--- src/rtl/lm07_read_ctrl_if.sv ---
// lm07_read_ctrl_if: host request/response bundle for the LM07 read controller
interface lm07_read_ctrl_if;
    logic       start;
    logic       busy;
    logic       done;
    logic       valid;
    logic [9:0] temp;
    modport master (output start, input busy, done, valid, temp);
    modport slave  (input start, output busy, done, valid, temp);
endinterface

--- src/rtl/lm07_read_ctrl.sv ---
// lm07_read_ctrl: sequences one LM07 read (cs window, load strobe, 10-bit MSB-first shift)
module lm07_read_ctrl #(
    parameter int CLK_DIV     = 4,
    parameter int POLL_CYCLES = 0
) (
    input  logic            clk,
    input  logic            reset,
    lm07_read_ctrl_if.slave host,
    input  logic            sio,
    output logic            cs,
    output logic            sclk,
    output logic            sensor_rst
);
    localparam int CW = $clog2(CLK_DIV + 1);
    localparam int PW = $clog2(POLL_CYCLES + 1) + 1;
    localparam logic [CW-1:0] H_LAST = CW'(CLK_DIV - 1);
    localparam logic [CW-1:0] H_END  = CW'(CLK_DIV);
    localparam logic [PW-1:0] P_LAST = PW'(POLL_CYCLES - 1);
    typedef enum logic [2:0] {IDLE, SETUP, LOAD, DATA, END} state_t;
    state_t        state;
    logic [CW-1:0] cnt;
    logic [3:0]    bit_cnt;
    logic          half;
    logic [9:0]    shift;
    logic [PW-1:0] poll_cnt;
    logic          poll_exp;
    assign poll_exp = (POLL_CYCLES > 0) && (poll_cnt == P_LAST);
    // END runs one cycle past H so done lands on the edge after the END window
    always_ff @(posedge clk or negedge reset) begin
        if (!reset) begin
            state      <= IDLE;
            cnt        <= '0;
            bit_cnt    <= '0;
            half       <= 1'b0;
            shift      <= '0;
            poll_cnt   <= '0;
            cs         <= 1'b1;
            sclk       <= 1'b0;
            sensor_rst <= 1'b1;
            host.busy  <= 1'b0;
            host.done  <= 1'b0;
            host.temp  <= '0;
            host.valid <= 1'b0;
        end else begin
            host.done <= 1'b0;
            case (state)
                IDLE:
                    if (host.start || poll_exp) begin
                        state      <= SETUP;
                        cnt        <= '0;
                        poll_cnt   <= '0;
                        cs         <= 1'b0;
                        sensor_rst <= 1'b0;
                        host.busy  <= 1'b1;
                    end else if (POLL_CYCLES > 0) begin
                        poll_cnt <= poll_cnt + PW'(1);
                    end
                SETUP:
                    if (cnt == H_LAST) begin
                        state <= LOAD;
                        cnt   <= '0;
                        sclk  <= 1'b1;
                    end else begin
                        cnt <= cnt + CW'(1);
                    end
                LOAD:
                    if (cnt == H_LAST) begin
                        state      <= DATA;
                        cnt        <= '0;
                        sclk       <= 1'b0;
                        sensor_rst <= 1'b1;
                        half       <= 1'b0;
                        bit_cnt    <= 4'd9;
                    end else begin
                        cnt <= cnt + CW'(1);
                    end
                DATA:
                    if (cnt != H_LAST) begin
                        cnt <= cnt + CW'(1);
                    end else begin
                        cnt <= '0;
                        if (!half) begin
                            shift <= {shift[8:0], sio};
                            sclk  <= 1'b1;
                            half  <= 1'b1;
                        end else if (bit_cnt == 4'd0) begin
                            state <= END;
                            sclk  <= 1'b0;
                            cs    <= 1'b1;
                        end else begin
                            bit_cnt <= bit_cnt - 4'd1;
                            sclk    <= 1'b0;
                            half    <= 1'b0;
                        end
                    end
                END:
                    if (cnt == H_END) begin
                        state      <= IDLE;
                        cnt        <= '0;
                        host.temp  <= shift;
                        host.done  <= 1'b1;
                        host.valid <= 1'b1;
                        host.busy  <= 1'b0;
                    end else begin
                        cnt <= cnt + CW'(1);
                    end
                default: state <= IDLE;
            endcase
        end
    end
endmodule

--- src/flat_wrapper.sv ---
// flat-port wrapper written by rule: the top's interface ports become plain ports
module lm07_read_ctrl_flat 
#(
    parameter int CLK_DIV     = 4,
    parameter int POLL_CYCLES = 0
)
  (clk, reset, sio, cs, sclk, sensor_rst, host_start, host_busy, host_done, host_valid, host_temp);
  lm07_read_ctrl_if host_i ();
  input  logic clk;
  input  logic reset;
  input  logic sio;
  output logic cs;
  output logic sclk;
  output logic sensor_rst;
  input wire logic [$bits(host_i.start)-1:0] host_start;
  output wire logic [$bits(host_i.busy)-1:0] host_busy;
  output wire logic [$bits(host_i.done)-1:0] host_done;
  output wire logic [$bits(host_i.valid)-1:0] host_valid;
  output wire logic [$bits(host_i.temp)-1:0] host_temp;
  assign host_i.start = host_start;
  assign host_busy = host_i.busy;
  assign host_done = host_i.done;
  assign host_valid = host_i.valid;
  assign host_temp = host_i.temp;
  lm07_read_ctrl #(.CLK_DIV(CLK_DIV), .POLL_CYCLES(POLL_CYCLES)) u_core (.clk(clk), .reset(reset), .host(host_i), .sio(sio), .cs(cs), .sclk(sclk), .sensor_rst(sensor_rst));
endmodule
--- config.mk ---
export PLATFORM = sky130hd
export DESIGN_NAME = lm07_read_ctrl_flat
export DESIGN_NICKNAME = d
export VERILOG_FILES = /design/src/rtl/lm07_read_ctrl_if.sv /design/src/rtl/lm07_read_ctrl.sv /design/src/flat_wrapper.sv
export SDC_FILE = /design/constraint.sdc
export NUM_CORES = 1
export LEC_CHECK = 0
export CORE_ASPECT_RATIO = 2
export CORE_MARGIN = 2
export CORE_UTILIZATION = 57
export CTS_BUF_LIST = sky130_fd_sc_hd__clkbuf_4
export DETAILED_ROUTE_END_ITERATION = 12
export PLACE_DENSITY = 0.81
export SYNTH_ARGS = -nofsm -noshare
export SYNTH_HDL_FRONTEND = slang
export SYNTH_SLANG_ARGS = --single-unit
export TNS_END_PERCENT = 30
--- constraint.sdc ---
create_clock -name clk -period 1.83 [get_ports clk]
set_input_delay 0.2745 -clock clk [delete_from_list [all_inputs] [get_ports clk]]
set_output_delay 0.2745 -clock clk [all_outputs]
set_load 0.02 [all_outputs]
**Word-level counts from Yosys, hierarchy flattened**

Cells that the tools add are included.

- Add/sub/neg operators: 2
- Eq/ne operators: 15
- Multiplexer cells: 38
- Bitwise gates (word level): 2
- Reductions and logical operators: 19

Operators by type and width:

| operator | number |
|---|---|
| 3-bit 2-to-1 mux | 11 |
| 4-bit 2-to-1 mux | 4 |
| 1-bit 2-to-1 mux | 15 |
| 3-bit case mux with 5 select lines | 1 |
| 3-bit case mux with 4 select lines | 1 |
| 3-bit AND reduction | 4 |
| 2-bit by 1-bit inequality test with 1-bit output (second input constant) | 5 |
| 5-bit AND reduction | 2 |
| 3-bit by 2-bit equality test with 1-bit output (second input constant) | 3 |
| 1-bit case mux with 2 select lines | 4 |
| 4-bit case mux with 2 select lines | 1 |
| 2-bit nonzero test | 4 |
| 7-bit AND reduction | 1 |
| 3-bit equality test (second input constant) | 2 |
| 2-bit inequality test (second input constant) | 3 |
| 4-bit logical NOT | 1 |
| 2-bit AND reduction | 2 |
| 4-bit AND reduction | 1 |
| 4-bit nonzero test | 1 |
| 4-bit by 1-bit subtractor with 4-bit output (second input constant) | 1 |
| 3-bit by 1-bit adder with 3-bit output (second input constant) | 1 |
| 3-bit by 1-bit equality test with 1-bit output (second input constant) | 1 |
| 3-bit logical NOT | 1 |
| 3-bit by 2-bit inequality test with 1-bit output (second input constant) | 1 |
| other kinds (4) | 5 |

- Register bits after elaboration: 37
- Input bits: 4
- Output and inout port bits: 16
- Word-level logic and storage cells: 88

**Depth between registers and ports, before layout**

Gate-level depths: netlist of run 1.

- Word-level depth: 5
- Gate-level depth with buffers: 6
- Depth with buffers taken out: 6

**Worst setup path after synthesis of run 1**

OpenSTA, ideal clock, no wires.

- Kind: reg2reg
- Start: register u_core.cnt[1]
- End: register u_core.shift[1]
- Library setup time: 125 ps
- Arrival time: 1533 ps
- Data required time: 1705 ps
- Slack: 172 ps
- Stages on the path, launching flop included: 6
- Path buffers: 0
- Period minus slack after synthesis: 1658 ps
- Cell sequence: dfrtp_1 ha_1 ha_1 nand2b_1 nor3_4 mux2_2

- Word-level cells in the longest chain between the ends: 3

RTL lines:

| element | RTL line | source |
|---|---|---|
| start, declared | lm07_read_ctrl.sv:21 | `logic [CW-1:0] cnt;` |
| start signal, assigned | lm07_read_ctrl.sv:64 | `cnt <= cnt + CW'(1);` |
| start signal, assigned | lm07_read_ctrl.sv:75 | `cnt <= cnt + CW'(1);` |
| start signal, assigned | lm07_read_ctrl.sv:79 | `cnt <= cnt + CW'(1);` |
| 3-bit by 2-bit inequality test with 1-bit output | lm07_read_ctrl.sv:78 | `if (cnt != H_LAST) begin` |
| 1-bit NOT (no line) | -- |  |
| 3-bit AND reduction (no line) | -- |  |
| end signal, assigned | lm07_read_ctrl.sv:83 | `shift <= {shift[8:0], sio};` |
| end, declared | lm07_read_ctrl.sv:24 | `logic [9:0] shift;` |

No other way between the ends.
A chain may end at the register's enable or synchronous reset.

**Worst setup path after layout of run 1**

- Start: register u_core.cs
- End: output port cs

RTL lines:

| element | RTL line | source |
|---|---|---|
| start, declared | lm07_read_ctrl.sv:10 | `output logic cs,` |
| start signal, assigned | lm07_read_ctrl.sv:37 | `cs <= 1'b1;` |
| start signal, assigned | lm07_read_ctrl.sv:52 | `cs <= 1'b0;` |
| start signal, assigned | lm07_read_ctrl.sv:89 | `cs <= 1'b1;` |
| end, declared | flat_wrapper.sv:12 | `output logic cs;` |

No word-level cell between the ends.

==> results.txt, run 1 <==
fin nets = 181
I/O Pins = 20
power consumption = 2433 uW
met1 WL = 1168 um
Yosys cell types = 39
Row Count = 28
EDFF count, synth = 0
most instantiated library cell after synthesis = dfrtp_1
residual DRC count = 0
top post-synthesis cells by area = dfrtp_1 51%, mux2_2 14%, ha_1 4.4%
FMAX = 563.5 MHz
Vias = 1194
Critical-path top delay cell = clkdlybuf4s50_1
final period utilization = 0.9697
gr ovfl total = 0
CP max FO = 2
maximum vdd drop = 0.6737 mV
clk sinks = 37
Worst Clk Skew = 16.86 ps
syn avg cell area = 12.06 um^2
MaxCap Viol Count = 0
Via-to-Cell Ratio = 5.940
Setup Crit Path Kind = reg -> out
ys flop type = dfrtp_1
share of post-route cells with drive strength above 1 = 0.2573
reg2reg start = u_core.cnt[2]
worst path cell trace = clkdlybuf4s50_1
Yosys top cell area share = 0.5080
Detailed Route Iter0 Violations = 16
drt pass-1 iters = 5
CTS H-Tree Depth = 2
largest net degree at the start of global routing = 38
IO buf count = 19
cell count after synthesis = 143
Starting Density = 0.5929
Min-Delay Path Class = in -> async
Die Span Y = 81.78 um
DR top layer = met4
startpoint types = register
element type at the critical path end = output port
Largest stage delay, worst path = 600 ps
worst reg2reg path endpoint = u_core.shift[7]
Leak Pwr = 0.0009551 uW
Synth top cells by count = 35 x dfrtp_1, 21 x mux2_2, 11 x nand2_1
P&R area growth vs syn = 17.92%
Root Buffer = clkbuf_4
chip width = 42.89 um
HPWL after detailed placement = 2301 um
initial antenna violation count = 0
Final Critical Period = 1775 ps
endpoints failing hold = 0
Power per Cell Area = 1196 nW/um^2
FF-to-FF path depth = 6
worst skew pair latency = 350 ps
RSZ-0062 raised after global routing = no
setup violators final = 0
post-route cell area = 2033 um^2
total CTS buffers = 5
Syn Nets = 153
final std cells w/o fill = 201
delay-heaviest family, CP = buffers and inverters
synth warn = 0
Detailed Route WL = 3196 um
number of synthesized register bits = 37
relative slew slack = 0.6470
status = complete, no violations
# hold bufs at CTS = 0
Hold WS = 326.0 ps
placed insts = 194
CP Buf/Inv Count = 1
clk buf depth = 2
Clock transition at path regs = 110 ps
area of the mapped netlist = 1724 um^2
met3 WL post-DR = 115 um
largest area contributor in the netlist = dfrtp_1
WL/cell = 15.90 um
first-pass GRT wire length = 5306 um
CTS tree = yes
Core Region = 2908 um^2
Detail Route Antenna Nets = 0
Slew @ Worst Pin = 527.2 ps
vias in the first global route = 1259
Antenna Cells = 0
Worst EP required = 1560 ps
reg2reg setup slack = 110 ps
GRT Overall Usage = 0.2071
ys async rst share = 1.000
Slew Viols, Final = 0
Fin Setup TNS = 0 ps
gpl congestion = 0.7616
Post-DP Area = 1979 um^2
sequential element share of the synthesized area = 0.5385
CP arrival = 1500 ps
Die ar. = 3508 um^2
WL met2 = 1793 um
## logic make-up (layout without fill, tap and decap cells)
family,Yosys count,count (layout),share of synthesized area
mux,24,24,0.1553
simple gates,41,41,0.1430
fa+ha+maj,6,6,0.04354
buf+inv,12,40,0.03483
compound gates,23,23,0.08490
flops,37,37,0.5385
## sequential cells by signal, indices dropped and copies added, names as in the netlist, 3 cells and up
name,flops
u_core.shift,10
u_core.host.temp,10
u_core.cnt,3
u_core.state,3
u_core.bit_cnt,4
## where the power goes
| part | switching [uW] | internal [uW] | leakage, uW |
|---|---|---|---|
| Sequential | 147 | 977 | 0.000473 |
| Combinational | 464 | 436 | 0.000453 |
| Clock | 255 | 154 | 0.0000292 |
## routing by layer
| metal | vias up | track usage |
|---|---|---|
| met5 | - | 0 |
| met4 | 0 | 0.1469 |
| met3 | 13 | 0.05055 |
| met2 | 31 | 0.3606 |
| met1 | 591 | 0.2094 |
| li1 | 559 | - |
## metrics by stage
stage               setup WS, ps    util
global placement           182.0  0.6807
global route               4.772  0.6992
floorplan                  171.9       -
finish                     55.49  0.6992
detailed placement         126.0  0.6807
CTS                        17.84  0.6975
## placed cells by master, fill, tap and decap left out, types with 2 or more instances in the layout
cell type and count:
dfrtp_1 33, mux2_2 21, clkdlybuf4s50_1 18, nand2_1 11, inv_1 8, nor2_1 7, o21ai_0 7, ha_1 6
clkbuf_4 6, a21oi_1 5, buf_4 5, nand2b_1 2, nor2b_1 2, or2_1 2, nor3_1 2, a21o_1 2
a22o_1 2, mux2i_1 2, or3_1 2, nand3_1 2, a31oi_1 2, dfstp_2 2, dfrtp_2 2
## worst reg2reg max path, stage by stage (launching register included)
cell      delay (ps)
dfrtp_1          430
inv_1            100
ha_1             250
nand2b_1         150
nor3_4           170
buf_12           160
mux2_2           340
## worst max-delay path by stage
stage,startpoint,end,slack (ps),depth (start not counted)
final,u_core.cs,cs,60,1
after global routing,u_core.cnt[1],u_core.shift[7],5,6
after CTS,u_core.sensor_rst,sensor_rst,20,1
after detailed placement,u_core.cnt[1],u_core.shift[4],130,6
after global placement,u_core.cnt[1],u_core.bit_cnt[1],180,6
after floorplan,u_core.cnt[1],u_core.shift[1],170,5
## cell type report
cell class	instances	area (um^2)
inverter	8	30.03
clock inverter	1	3.754
fill	203	874.6
clock buffer	6	45.04
multi-input combinational	94	735.7
tap	30	37.54
timing repair buffer	25	250.2
sequential	37	930.9
## timing repair
| item | 4_1_cts | 5_1_grt |
|---|---|---|
| endpoints found under the setup margin | 0 | 4 |
| resized for setup | 0 | 3 |
| setup buffers | 0 | 0 |
No activity file was read; power rests on OpenSTA's default activity.
==> inputs of run 2 (changes only) <==
--- a/config.mk
+++ b/config.mk
@@ -5,12 +5,14 @@
 export SDC_FILE = /design/constraint.sdc
 export NUM_CORES = 1
 export LEC_CHECK = 0
+export CAP_MARGIN = 10
 export CORE_ASPECT_RATIO = 2
 export CORE_MARGIN = 2
-export CORE_UTILIZATION = 57
+export CORE_UTILIZATION = 58
 export CTS_BUF_LIST = sky130_fd_sc_hd__clkbuf_4
 export DETAILED_ROUTE_END_ITERATION = 12
-export PLACE_DENSITY = 0.81
+export DONT_BUFFER_PORTS = 1
+export PLACE_DENSITY = 0.76
 export SYNTH_ARGS = -nofsm -noshare
 export SYNTH_HDL_FRONTEND = slang
 export SYNTH_SLANG_ARGS = --single-unit
==> constraint.sdc (replaced) <==
create_clock -name clk -period 1.5 [get_ports clk]
set_input_delay 0.225 -clock clk [delete_from_list [all_inputs] [get_ports clk]]
set_output_delay 0.225 -clock clk [all_outputs]
set_load 0.02 [all_outputs]
==> results.txt, run 2 (synthesis results as in run 1) <==
status = finished, violations left
failing checks = negative setup slack
Core Region = 2908 um^2 (unchanged)
CP max FO = 10 (+8)
share of post-route cells with drive strength above 1 = 0.4035 (+0.1462)
Die Span Y = 81.11 um (-0.83%)
reg2reg start = u_core.cnt[0]
Antenna Cells = 0 (unchanged)
element type at the critical path end = register
Worst Hold Launch = host_start
Detailed Route WL = 3758 um (+18%)
residual DRC count = 0 (unchanged)
worst skew pair latency = 350 ps (about the same)
largest net degree at the start of global routing = 38 (unchanged)
power consumption = 3374 uW (+39%)
worst path cell trace = ha_2 > ha_4 > nand2b_4 > nor3_4 > buf_12 > mux2_4
CP arrival = 1910 ps (+410 ps)
startpoint types = register
Detailed Route Iter0 Violations = 22 (+6)
CP Buf/Inv Count = 1 (unchanged)
Leak Pwr = 0.0009943 uW (+4.1%)
vias in the first global route = 1306 (+3.7%)
clk sinks = 37 (unchanged)
clk buf depth = 2 (unchanged)
MaxCap Viol Count = 0 (unchanged)
Vias = 1222 (+2.3%)
delay-heaviest family, CP = adder cells
Clock transition at path regs = 110 ps (about the same)
gpl congestion = 0.8442 (+11%)
biggest regs = u_core.host.temp x10, u_core.shift x10, u_core.bit_cnt x4
Detail Route Antenna Nets = 0 (unchanged)
gr ovfl total = 0 (unchanged)
final period utilization = 1.117
fin nets = 180 (-0.55%)
initial antenna violation count = 0 (unchanged)
CTS H-Tree Depth = 2 (unchanged)
maximum vdd drop = 1.067 mV (+58%)
most common cell after layout, fill and taps aside = dfrtp_1
Setup Crit Path Kind = reg -> reg
Power per Cell Area = 1581 nW/um^2 (+32%)
RSZ-0062 raised after global routing = yes
endpoints failing hold = 0 (unchanged)
Worst Clk Skew = 10.72 ps (-6.145 ps)
critical path launch point = u_core.cnt[0]
chip width = 42.56 um (-0.78%)
IO buf count = 0 (-19)
Post-DP Area = 1902 um^2 (-3.9%)
Worst EP required = 1740 ps (+180 ps)
Min-Delay Path Class = in -> reg
Largest stage delay, worst path = 400 ps (-200 ps)
CTS tree = yes
post-route cell area = 2133 um^2 (+4.9%)
Die ar. = 3451 um^2 (-1.6%)
GRT Overall Usage = 0.2353 (+0.02818)
drt pass-1 iters = 4 (-1)
HPWL after detailed placement = 2592 um (+13%)
Setup WS post-layout = -176.1 ps (-231.6 ps)
Slew Viols, Final = 0 (unchanged)
Row Count = 28 (unchanged)
P&R area growth vs syn = 23.73%
Final Critical Period = 1676 ps
I/O Pins = 20 (unchanged)
total CTS buffers = 5 (unchanged)
Critical-path top delay cell = dfrtp_1
most frequent cells in the layout = 35 x dfrtp_1, 18 x mux2_4, 18 x buf_4
Core Util, Final = 0.7336 (+0.03442)
Starting Density = 0.5929 (unchanged)
Slew @ Worst Pin = 325.7 ps (-201.5 ps)
Root Buffer = clkbuf_4
first-pass GRT wire length = 5837 um (+10%)
FMAX = 596.6 MHz
setup violators final = 27 (+27)
Via-to-Cell Ratio = 6.080 (+2.3%)
relative slew slack = 0.7806 (+0.1336)
WL/cell = 18.70 um (+18%)
-- run 2: power breakdown --
part	internal, uW	total [uW]	switching, uW
registers	1190	1410	215
clock network	216	534	317
logic	749	1430	685
-- run 2: timing repair --
item                       CTS  global route
gates resized for setup      9            20
setup endpoints to repair   25            28
pin swaps                    3             1
hold endpoints to repair    39             0
setup buffers                0             2
cloned                       0             0
hold buffers                 4             0
-- run 2: layout make-up --
| cell class | instances | area, um^2 |
|---|---|---|
| multi-input combinational | 94 | 864.6 |
| sequential | 37 | 928.4 |
| fill | 193 | 774.5 |
| timing repair buffer | 24 | 216.5 |
| clock buffer | 7 | 52.55 |
| clock inverter | 1 | 3.754 |
| inverter | 8 | 30.03 |
| tap | 30 | 37.54 |
-- run 2: routing by layer --
layer | global-route usage | part of all wire | up-vias
met5 | 0 | 0 | -
met4 | 0.1531 | 0.043 | 0
met3 | 0.04889 | 0.035 | 13
met2 | 0.4600 | 0.59 | 30
met1 | 0.2030 | 0.33 | 626
li1 | - | - | 553
-- run 2: path summary, 6_finish.rpt --
path | to | slack [ps] | cells after the start
max | u_core.shift[4] | -180 | 6
min | u_core.host.busy | 30 | 2
max reg2reg | u_core.shift[4] | -180 | 6
min reg2reg | u_core.bit_cnt[2] | 530 | 1
max in group asynchronous | u_core.sensor_rst | 920 | 2
min in group asynchronous | u_core.half | 320 | 2
-- run 2: metrics by stage --
step	hold WS [ps]	setup TNS (ps)	setup slack, ps	std cells
CTS	24.99	-1773	-129.1	199
global placement	-69.66	-1060	-83.84	187
global route	41.69	-4002	-243.4	201
detailed placement	-69.74	-2196	-147.4	187
finish	33.93	-2472	-176.1	201
floorplan	-70.59	-1294	-127.0	143
==> inputs of run 3 (changes only) <==
--- a/config.mk
+++ b/config.mk
@@ -12,6 +12,7 @@
 export CTS_BUF_LIST = sky130_fd_sc_hd__clkbuf_4
 export DETAILED_ROUTE_END_ITERATION = 12
 export DONT_BUFFER_PORTS = 1
+export GPL_TIMING_DRIVEN = 0
 export PLACE_DENSITY = 0.76
 export SYNTH_ARGS = -nofsm -noshare
 export SYNTH_HDL_FRONTEND = slang
==> results.txt, run 3 (synthesis results as in run 1) <==
residual DRC count = 0 (unchanged)
Detail Route Antenna Nets = 0 (unchanged)
share of post-route cells with drive strength above 1 = 0.3774 (-0.02615)
chip width = 42.56 um (unchanged)
failing checks = negative setup slack
met1 WL = 1180 um (-5.7%)
Net Sw Power = 1159 uW (-4.8%)
first-pass GRT wire length = 5582 um (-4.4%)
switching part of the total = 0.3491 (-0.01176)
combinational power share = 0.362 (-0.063)
most common cell after layout, fill and taps aside = dfrtp_1
endpoints failing hold = 0 (unchanged)
drt pass-1 iters = 4 (unchanged)
CTS tree = yes
Starting Density = 0.5929 (unchanged)
maximum vdd drop = 1.128 mV (+5.7%)
startpoint types = register
clk buf depth = 2 (unchanged)
CP max FO = 10 (unchanged)
Die Span Y = 81.11 um (unchanged)
fin nets = 168 (-6.7%)
WL/cell = 17.71 um (-5.3%)
Min-Delay Path Class = in -> reg
Detailed Route Iter0 Violations = 8 (-64%)
CTS H-Tree Depth = 2 (unchanged)
Worst Clk Skew = 18.98 ps (+8.263 ps)
final std cells w/o fill = 189 (-6.0%)
Slew Viols, Final = 0 (unchanged)
IO buf count = 0 (unchanged)
WL met2 = 1969 um (-11%)
clk sinks = 37 (unchanged)
total CTS buffers = 5 (unchanged)
Setup WS post-layout = -134.8 ps (+41.35 ps)
P&R area growth vs syn = 17.63%
hold depth = 1 (-1)
RSZ-0062 raised after global routing = yes
biggest regs = u_core.host.temp x10, u_core.shift x10, u_core.bit_cnt x4
element type at the critical path end = register
Power per Cell Area = 1637 nW/um^2 (+3.5%)
initial antenna violation count = 0 (unchanged)
clock share of power = 0.206 (+0.048)
Reg power frac = 0.432 (+0.015)
Root Buffer = clkbuf_4
met3 WL post-DR = 121 um (-9.0%)
Fillers = 222 (+15%)
MaxCap Viol Count = 0 (unchanged)
Leak Pwr = 0.0009327 uW (-6.2%)
status = finished, violations left
Vias = 1122 (-8.2%)
DR top layer = met4
Antenna Cells = 0 (unchanged)
Worst EP required = 1720 ps (-20 ps)
Clock transition at path regs = 120 ps (about the same)
Die ar. = 3451 um^2 (unchanged)
worst skew pair latency = 340 ps (about the same)
largest net degree at the start of global routing = 38 (unchanged)
Setup Crit Path Kind = reg -> reg
gr ovfl total = 0 (unchanged)
Fin Setup TNS = -1577 ps (+894.3 ps)
relative slew slack = 0.7081 (-0.07249)
I/O Pins = 20 (unchanged)
Via-to-Cell Ratio = 5.937 (-2.4%)
most frequent cells in the layout = 34 x dfrtp_1, 19 x mux2_2, 10 x nand2_1
placed insts = 173 (-7.5%)
internal power = 2160 uW (+0.20%)
CP arrival = 1850 ps (-60 ps)
FF-to-FF path depth = 6 (unchanged)
Row Count = 28 (unchanged)
FMAX = 611.7 MHz (+2.5%)
vias in the first global route = 1184 (-9.3%)
Final Critical Period = 1635 ps (-41.35 ps)
GRT Overall Usage = 0.2221 (-0.01315)
Core Region = 2908 um^2 (unchanged)
final period utilization = 1.090 (-0.02757)
Detailed Route WL = 3347 um (-11%)
HPWL after detailed placement = 2345 um (-9.5%)
gpl congestion = 0.8173 (-3.2%)
setup violators final = 25 (-7.4%)
Slew @ Worst Pin = 437.4 ps (+111.7 ps)
[run 3: changes by cell type in the layout (fill, tap and decap cells not counted), sizes merged]
cell / before / now
bufinv: 0 / 1
dlygate4sd3: 3 / 2
buf: 21 / 9
[run 3: routing by layer]
metal / up-vias / track usage
li1: 533 / -
met1: 563 / 0.2366
met2: 21 / 0.4062
met3: 5 / 0.04222
met4: 0 / 0.1125
met5: - / 0
[run 3: worst max-delay path, stage by stage, from the launching register on]
cell	delay, ps
dfrtp_1	420
ha_4	170
ha_4	190
nand2b_4	80
nor3_4	140
buf_12	160
mux2_2	340
[run 3: through the flow]
stage | util | worst slack (ps) | area (um^2) | power, uW | hold slack (ps)
after CTS | 0.6756 | -136.4 | 1964 | 3243 | 18.25
after global placement | 0.6136 | -309.8 | 1784 | 2362 | -69.80
after global routing | 0.6975 | -178.7 | 2028 | 3537 | 22.15
after detailed placement | 0.6136 | -353.0 | 1784 | 2417 | -69.64
after floorplan | - | -127.0 | 1747 | 2195 | -70.59
final | 0.6975 | -134.8 | 2028 | 3319 | 31.74
[run 3: layout make-up]
class,instances,area (um^2),share of cell area
inverters,8,30.03,0.01481
flip-flops and latches,37,929.6,0.4584
clock inverters,2,33.78,0.01666
repair buffers,8,90.09,0.04442
well taps,30,37.54,0.01851
plain buffers,4,33.78,0.01666
multi-input cells,94,828.3,0.4084
clock buffers,6,45.04,0.02221
[run 3: path summary, 6_finish.rpt]
| path | endpoint | slack (ps) | from |
|---|---|---|---|
| max reg2reg | u_core.shift[9] | -130 | u_core.cnt[0] |
| max | u_core.shift[9] | -130 | u_core.cnt[0] |
| max in group asynchronous | u_core.sensor_rst | 930 | reset |
| min in group asynchronous | u_core.bit_cnt[3] | 320 | reset |
| min reg2reg | u_core.host.temp[9] | 540 | u_core.shift[9] |
| min | u_core.shift[0] | 30 | sio |
[run 3: power groups by stage]
| stage | registers, uW | logic [uW] | clock network, uW |
|---|---|---|---|
| after floorplan | 1360 | 837 | 0 |
| after global placement | 1400 | 966 | 0 |
| after detailed placement | 1410 | 1010 | 0 |
| after CTS | 1410 | 1130 | 700 |
| after global routing | 1460 | 1340 | 731 |
| final | 1430 | 1200 | 684 |
[run 3: repair_timing]
item                                    4_1_cts  5_1_grt
buffers inserted                              1        3
cloned                                        0        1
endpoints found under the setup margin       31       31
hold endpoints to repair                     38        0
pin swaps                                     1        5
resized for setup                             8       17
hold buffers                                  3        0
